### config.mk
export PLATFORM = sky130hd
export DESIGN_NAME = spi_word_receiver
export DESIGN_NICKNAME = d
export VERILOG_FILES = /design/src/rtl/spi_word_receiver.sv
export SDC_FILE = /design/constraint.sdc
export NUM_CORES = 1
export LEC_CHECK = 0
export ABC_CLOCK_PERIOD_IN_PS = 1800
export CAP_MARGIN = 20
export CORE_UTILIZATION = 35
export CTS_CLUSTER_DIAMETER = 40
export CTS_CLUSTER_SIZE = 40
export DETAILED_ROUTE_END_ITERATION = 16
export GPL_TIMING_DRIVEN = 0
export HOLD_SLACK_MARGIN = 0.1
export PLACE_DENSITY = 0.61
export REMOVE_ABC_BUFFERS = 1
export SLEW_MARGIN = 20
export SYNTH_ARGS = -nofsm -noshare
export SYNTH_HDL_FRONTEND = slang
export SYNTH_SLANG_ARGS = --single-unit
### constraint.sdc
create_clock -name clk_i -period 1.8 [get_ports clk_i]
set_input_delay 0.36 -clock clk_i [delete_from_list [all_inputs] [get_ports clk_i]]
set_output_delay 0.36 -clock clk_i [all_outputs]
set_load 0.005 [all_outputs]
### src/rtl/spi_word_receiver.sv
// Mode-0 SPI word receiver: oversamples sclk/cs/mosi in the clk domain and delivers
// MSB-first DATA_W-bit frames on a valid/ready port, flagging malformed frames and overruns.
module spi_word_receiver #(
    parameter int DATA_W      = 32,
    parameter int SYNC_STAGES = 2
) (
    input  logic              clk_i,
    input  logic              rst_n_i,
    input  logic              sclk_i,
    input  logic              cs_i,
    input  logic              mosi_i,
    output logic [DATA_W-1:0] dout_o,
    output logic              dout_valid_o,
    input  logic              dout_ready_i,
    output logic              overrun_o,
    output logic              frame_err_o,
    output logic              busy_o
);

    typedef enum logic [1:0] {
        ARM,
        IDLE,
        RECV,
        DONE
    } state_t;

    localparam logic [5:0] LAST_BIT = 6'(DATA_W - 1);

    logic [SYNC_STAGES-1:0] sclkSync_q;
    logic [SYNC_STAGES-1:0] csSync_q;
    logic [SYNC_STAGES-1:0] mosiSync_q;
    logic [SYNC_STAGES-1:0] primed_q;
    logic                   sclkPrev_q;

    state_t                 state_q, state_d;
    logic [DATA_W-1:0]      shift_q, shift_d;
    logic [5:0]             bitCnt_q, bitCnt_d;
    logic                   excess_q, excess_d;
    logic [DATA_W-1:0]      dout_q, dout_d;
    logic                   doutValid_q, doutValid_d;
    logic                   overrun_q, overrun_d;
    logic                   frameErr_q, frameErr_d;
    logic                   busy_q, busy_d;

    logic                   sclkS, csS, mosiS, primed;
    logic                   sclkRise, lastRise, deliver;
    logic [DATA_W-1:0]      word;

    assign sclkS    = sclkSync_q[SYNC_STAGES-1];
    assign csS      = csSync_q[SYNC_STAGES-1];
    assign mosiS    = mosiSync_q[SYNC_STAGES-1];
    assign primed   = primed_q[SYNC_STAGES-1];
    assign sclkRise = sclkS & ~sclkPrev_q;
    assign lastRise = sclkRise && (bitCnt_q == LAST_BIT);
    assign word     = {shift_q[DATA_W-2:0], mosiS};

    // primed_q tracks when the synchronizers hold real pin samples rather than reset
    // values, so ARM cannot mistake the reset value of cs_s for a genuine idle bus.
    always_ff @(posedge clk_i) begin
        if (!rst_n_i) begin
            sclkSync_q <= '0;
            csSync_q   <= '1;
            mosiSync_q <= '0;
            primed_q   <= '0;
            sclkPrev_q <= 1'b0;
        end else begin
            sclkSync_q <= {sclkSync_q[SYNC_STAGES-2:0], sclk_i};
            csSync_q   <= {csSync_q[SYNC_STAGES-2:0], cs_i};
            mosiSync_q <= {mosiSync_q[SYNC_STAGES-2:0], mosi_i};
            primed_q   <= {primed_q[SYNC_STAGES-2:0], 1'b1};
            sclkPrev_q <= sclkS;
        end
    end

    always_ff @(posedge clk_i) begin
        if (!rst_n_i) begin
            state_q     <= ARM;
            shift_q     <= '0;
            bitCnt_q    <= '0;
            excess_q    <= 1'b0;
            dout_q      <= '0;
            doutValid_q <= 1'b0;
            overrun_q   <= 1'b0;
            frameErr_q  <= 1'b0;
            busy_q      <= 1'b0;
        end else begin
            state_q     <= state_d;
            shift_q     <= shift_d;
            bitCnt_q    <= bitCnt_d;
            excess_q    <= excess_d;
            dout_q      <= dout_d;
            doutValid_q <= doutValid_d;
            overrun_q   <= overrun_d;
            frameErr_q  <= frameErr_d;
            busy_q      <= busy_d;
        end
    end

    always_comb begin
        state_d = state_q;
        case (state_q)
            ARM:     if (primed && csS) state_d = IDLE;
            IDLE:    if (!csS) state_d = RECV;
            RECV: begin
                if (csS)           state_d = IDLE;
                else if (lastRise) state_d = DONE;
            end
            DONE:    if (csS) state_d = IDLE;
            default: state_d = ARM;
        endcase
    end

    always_comb begin
        shift_d    = shift_q;
        bitCnt_d   = bitCnt_q;
        excess_d   = excess_q;
        frameErr_d = 1'b0;
        deliver    = 1'b0;
        case (state_q)
            IDLE: begin
                if (!csS) begin
                    bitCnt_d = '0;
                    excess_d = 1'b0;
                end
            end
            RECV: begin
                if (csS) begin
                    frameErr_d = 1'b1;
                end else if (sclkRise) begin
                    shift_d = word;
                    if (bitCnt_q != '1) bitCnt_d = bitCnt_q + 6'd1;
                    deliver = lastRise;
                end
            end
            DONE: begin
                if (csS)           frameErr_d = excess_q;
                else if (sclkRise) excess_d   = 1'b1;
            end
            default: ;
        endcase

        // A delivery while the held word is still unaccepted drops the new word;
        // acceptance and delivery in the same cycle simply replace the word.
        dout_d      = dout_q;
        doutValid_d = doutValid_q;
        overrun_d   = 1'b0;
        if (doutValid_q && dout_ready_i) doutValid_d = 1'b0;
        if (deliver) begin
            if (doutValid_q && !dout_ready_i) begin
                overrun_d = 1'b1;
            end else begin
                dout_d      = word;
                doutValid_d = 1'b1;
            end
        end
        busy_d = (state_d != IDLE);
    end

    assign dout_o       = dout_q;
    assign dout_valid_o = doutValid_q;
    assign overrun_o    = overrun_q;
    assign frame_err_o  = frameErr_q;
    assign busy_o       = busy_q;

endmodule

Yosys cells after proc, flatten, opt, wreduce, memory -nomap -nowiden
Cells that the tools add are included.

Bits in registers: 85. Output and inout port bits: 36. Word-level logic and storage cells: 70.

Reduce and logical (&&, ||, !) cells: 13. Muxes and demuxes: 25. Bitwise operators: 4. Equality and inequality tests: 12. $add $sub $neg: 1.

Operator list (count): $mux 6 (4); $mux 1 (12); $ne 2x2->1 const B (6); $pmux 6 s2 (1); $mux 2 (5); $pmux 2 s4 (1); $add 6x1->6 const B (1); $eq 6x5->1 const B (1); $ne 6x6->1 const B (1); $reduce_and 3->1 (2); $reduce_and 5->1 (1); $eq 2x2->1 const B (2); $logic_and 1x1->1 (4); $pmux 1 s2 (2); $reduce_and 2->1 (2); $reduce_bool 2->1 (2); $not 1->1 (3); $eq 2x1->1 const B (1); $logic_not 2->1 (1); $ne 2x1->1 const B (1); $and 1x1->1 (1); $logic_not 1->1 (1).

Logic depth before layout (Yosys ltp)
Word-level depth: 7. Gate-level depth with buffers: 7. Depth with buffers taken out: 6.

Worst setup path after synthesis
OpenSTA, ideal clock, no wires.

Kind: reg-to-reg. Start: reg bitCnt_q[0]. End: reg bitCnt_q[5]. Path slack: 0.276 ns. Data arrival time: 1.465 ns. Period minus slack after synthesis: 1.524 ns. Path buffers: 0. Stages on the path, launching flop included: 7. Library setup time: 0.059 ns. Cell sequence: dfxtp_1 -> ha_1 -> nand4_1 -> o2111a_2 -> o21ai_2 -> or4_1 -> nand2_1.

Longest elaborated chain between the ends: 5.

Ends and longest elaborated chain: start: declaration (RTL line 37) `logic [5:0] bitCnt_q, bitCnt_d;`; start signal: assignment (RTL line 89) `bitCnt_q <= bitCnt_d;`; $add 6x1->6 (RTL line 131) `if (bitCnt_q != '1) bitCnt_d = bitCnt_q + 6'd1;`; $mux 6 (RTL line 131); $mux 6 (RTL line 129) `end else if (sclkRise) begin`; $mux 6 (RTL line 127) `if (csS) begin`; $pmux 6 s2 (RTL line 119) `case (state_q)`.

Parallel ways exist; a longest one is shown, timed or not. The select of a mux whose other input is x is not followed. A chain may end at the register's enable or synchronous reset.

Worst setup path in the final report
Start: reg bitCnt_q[0]. End: reg dout_q[3] (netlist: dout_o[3]).

Longest elaborated chain between the ends: 6.

Ends and longest elaborated chain: $eq 6x5->1 (RTL line 54) `assign lastRise = sclkRise && (bitCnt_q == LAST_BIT);`; $logic_and 1x1->1 (RTL line 54); $mux 1 (RTL line 129); $mux 1 (RTL line 127); $mux 1 (RTL line 119); $reduce_and 2->1 (no source line); end signal: assignment (RTL line 91) `dout_q <= dout_d;`; end: declaration (RTL line 39) `logic [DATA_W-1:0] dout_q, dout_d;`.

No other way between the ends.

==> impl_results.md <==
- CP required: 2.04 ns
- Ys Warns: 0
- Site Rows: 34
- WL/cell: 13.40 um
- Syn Inst Count: 362
- Crit path arrival time: 1.94 ns
- Synth async-reset ratio: 0
- Final net count: 410
- Syn Area/Cell: 8.631 um^2
- Core area: about 8700 um^2
- CP endpoint kind: flip-flop
- DRC Markers: 0
- R2R depth: 7
- Antenna Diode Count: 0
- Die span in x: 96.48 um
- Layout area overhead: 26.47%
- Clock root buffer: clkbuf_8
- Post-synth top area share: 0.5447
- Via density: 4.872
- Io pins: 42
- Power Density: between 800 and 900 nW/um^2
- Final period util: 0.9423
- Final HPWL DP: 3368 um
- Num CTS Buffers: 9
- Startpoint Class: flip-flop
- Mapped cell area: 3124 um^2
- H-tree depth: 3
- Largest net degree at the start of global routing: 63
- Clock-pin slew on the worst setup and hold paths: 0.07 ns
- Die area: 9308 um^2
- Worst rel slew slack: 0.5502
- Distinct cells, synth: 37
- Initial Util: 0.3600
- Synth top area cells: dfxtp_1 54%, nand2_1 12%, a21boi_0 7.4%, nand3_1 5.8%, o21ai_0 5.0%
- Slew of the pin with the lowest slew margin: ~0.67 ns
- Max Root-Sink Buffers: 2
- Hold Buf Count CTS: 0
- Max frequency: 0.5896 GHz
- RSZ-0062 raised after global routing: no
- Flops & latches, synth: 85
- Reg2reg start: bitCnt_q[0]
- FF-to-FF End: dout_o[3]
- Setup CP Type: flip-flop to flip-flop
- # placed instances: just under 500
- Most instantiated cells after synthesis: 97 x nand2_1, 85 x dfxtp_1, 36 x nand3_1
- TritonRoute pass-1 iters: 4
- Count leader, synth: nand2_1
- Top_reg_cell synth: dfxtp_1
- Routed Antenna Nets: 0
- Slew Limit Fails: 0
- Gr busiest metal: met2
- First-pass GRT wire length: about 11,000 um
- Cell Count, Final, Fillers Out: 514
- DRT iter0 DRCs: 109
- Crit path from: bitCnt_q[0]
- Antenna violations before repair: 0
- EDFF count, synth: 0
- Min-Delay Path Depth: 1
- Vias in the first global route: 2,153
- Layout cells sized above 1: 0.1034
- Crit path max fanout: 8
- HP Class: flip-flop to flip-flop
- Vias: about 2.5k
- Final Power: 3.274 mW
- Total of max-cap violations: 0
- Final hold violation count: 0
- Met1 Use GR: 0.2006
- Met2 global-route usage: 0.2295
- Hold Crit Start: csSync_q[0]
- R2R setup slack: 0.10 ns
- Number of buffers added on ports: 41
- Worst VDD drop: between 300 and 400 uV
- Met3 Use GR: 0.03912
- Worst hold path endpoint: csSync_q[1]
- Leakage: 1.481 nW
- Post-Route WL: 6889 um
- Grt ovf: 0
- Final setup viols: 0
- Chip Height: 96.48 um
- Clk_skew: between 0.006 and 0.007 ns
- TritonCTS Sinks: 85
- Final Critical Period: 1.696 ns
- Status: finished clean
- Clock latency on the worst-skew pair: 0.35 ns
- Final Wtd Congestion: ~0.72
- Area leader, netlist: dfxtp_1
- GR Util All Layers: 0.1518
- CTS tree: yes
- Seq/Total Area, Yosys: 0.5447
- Fill count: around 900
## critical path, cell delays in order, from the launching register on
cell and delay, ns:
dfxtp_2 0.36, ha_1 0.17, nand4_1 0.20, nor2_4 0.17
buf_4 0.17, nand3b_2 0.26, nand3_1 0.16, o21ai_0 0.08
## what timing repair did
| item | in CTS | in global routing |
|---|---|---|
| pin swaps | 3 | 4 |
| endpoints found under the setup margin | 33 | 38 |
| buffers inserted | 0 | 8 |
| gates cloned | 3 | 3 |
| gates resized for setup | 6 | 4 |
## worst max path at each step
| stage | end | slack (ns) | cells after the start |
|---|---|---|---|
| final | dout_o[3] | 0.10 | 7 |
| after global routing | dout_o[22] | 0.01 | 7 |
| after CTS | dout_o[22] | -0.02 | 5 |
| after detailed placement | dout_o[18] | -0.60 | 5 |
| after global placement | bitCnt_q[5] | -2.98 | 4 |
| after floorplan | dout_o[0] | -0.35 | 5 |
## metal layers
layer	part of all wire	vias to the layer above	wire length [um]
met4	0.018	0	124
met2	0.45	42	3096
met3	0.027	10	184
li1	-	1304	-
met1	0.51	1148	3483
met5	0	-	0
## final cells by class
type | count | area (um^2) | share of cell area
well taps | 108 | 135.1 | 0.03420
flip-flops and latches | 85 | 1704 | 0.4313
multi-input cells | 253 | 1416 | 0.3585
inverters | 4 | 15.01 | 0.003800
clock buffers | 12 | 145.1 | 0.03673
repair buffers | 50 | 500.5 | 0.1267
clock inverters | 2 | 35.03 | 0.008866
## per-stage QoR
stage                     setup WS (ns)  instance area (um^2)    util  hold WS, ns  setup TNS (ns)
after global placement           -2.979                  3555  0.4096       0.3970         -164.44
after floorplan                 -0.3452                  3009       -       0.3863          -10.97
after global routing            0.01446                  3951  0.4553       0.4520               0
after detailed placement        -0.5994                  3578  0.4123       0.3969          -18.15
final                            0.1039                  3951  0.4553       0.4165               0
after CTS                      -0.02338                  3825  0.4407       0.4215        -0.03000
## cells in the final DEF, fill, tap and decap left out, drive strengths merged, types with 2 or more instances in the layout
master,netlist,routed
a21boi,31,31
and2,7,7
and3,2,3
buf,13,10
clkbuf,13,12
clkdlybuf4s50,0,40
dfxtp,85,85
inv,4,4
nand2,97,97
nand2b,3,3
nand3,36,36
nand3b,1,6
nand4,2,2
nor2,8,8
nor2b,3,3
nor3,2,2
o2111a,2,2
o211ai,3,3
o21a,2,2
o21ai,38,38
o31ai,2,2
xor2,2,2
## state kept, by name (all words and copies together), names as in the netlist, 2 cells and up
signal,count
csSync_q,2
primed_q,2
bitCnt_q,6
sclkSync_q,2
state_q,2
dout_o,32
mosiSync_q,2
shift_q,31
## cell families after synthesis
logic type	after synthesis	synth area share
xor+xnor	2	0.005608
fa+ha+maj	1	0.004004
compound gates	81	0.1678
simple gates	163	0.2363
flops	85	0.5447
buf+inv	30	0.04165
## report_power, final
| part | switching, mW | leakage (nW) | internal, mW |
|---|---|---|---|
| combinational | 0.0519 | 0.701 | 0.0369 |
| sequential | 0.00795 | 0.688 | 1.89 |
| clock | 0.623 | 0.0923 | 0.663 |
| total | 0.682 | 1.48 | 2.59 |
No activity file was read; power rests on OpenSTA's default activity.
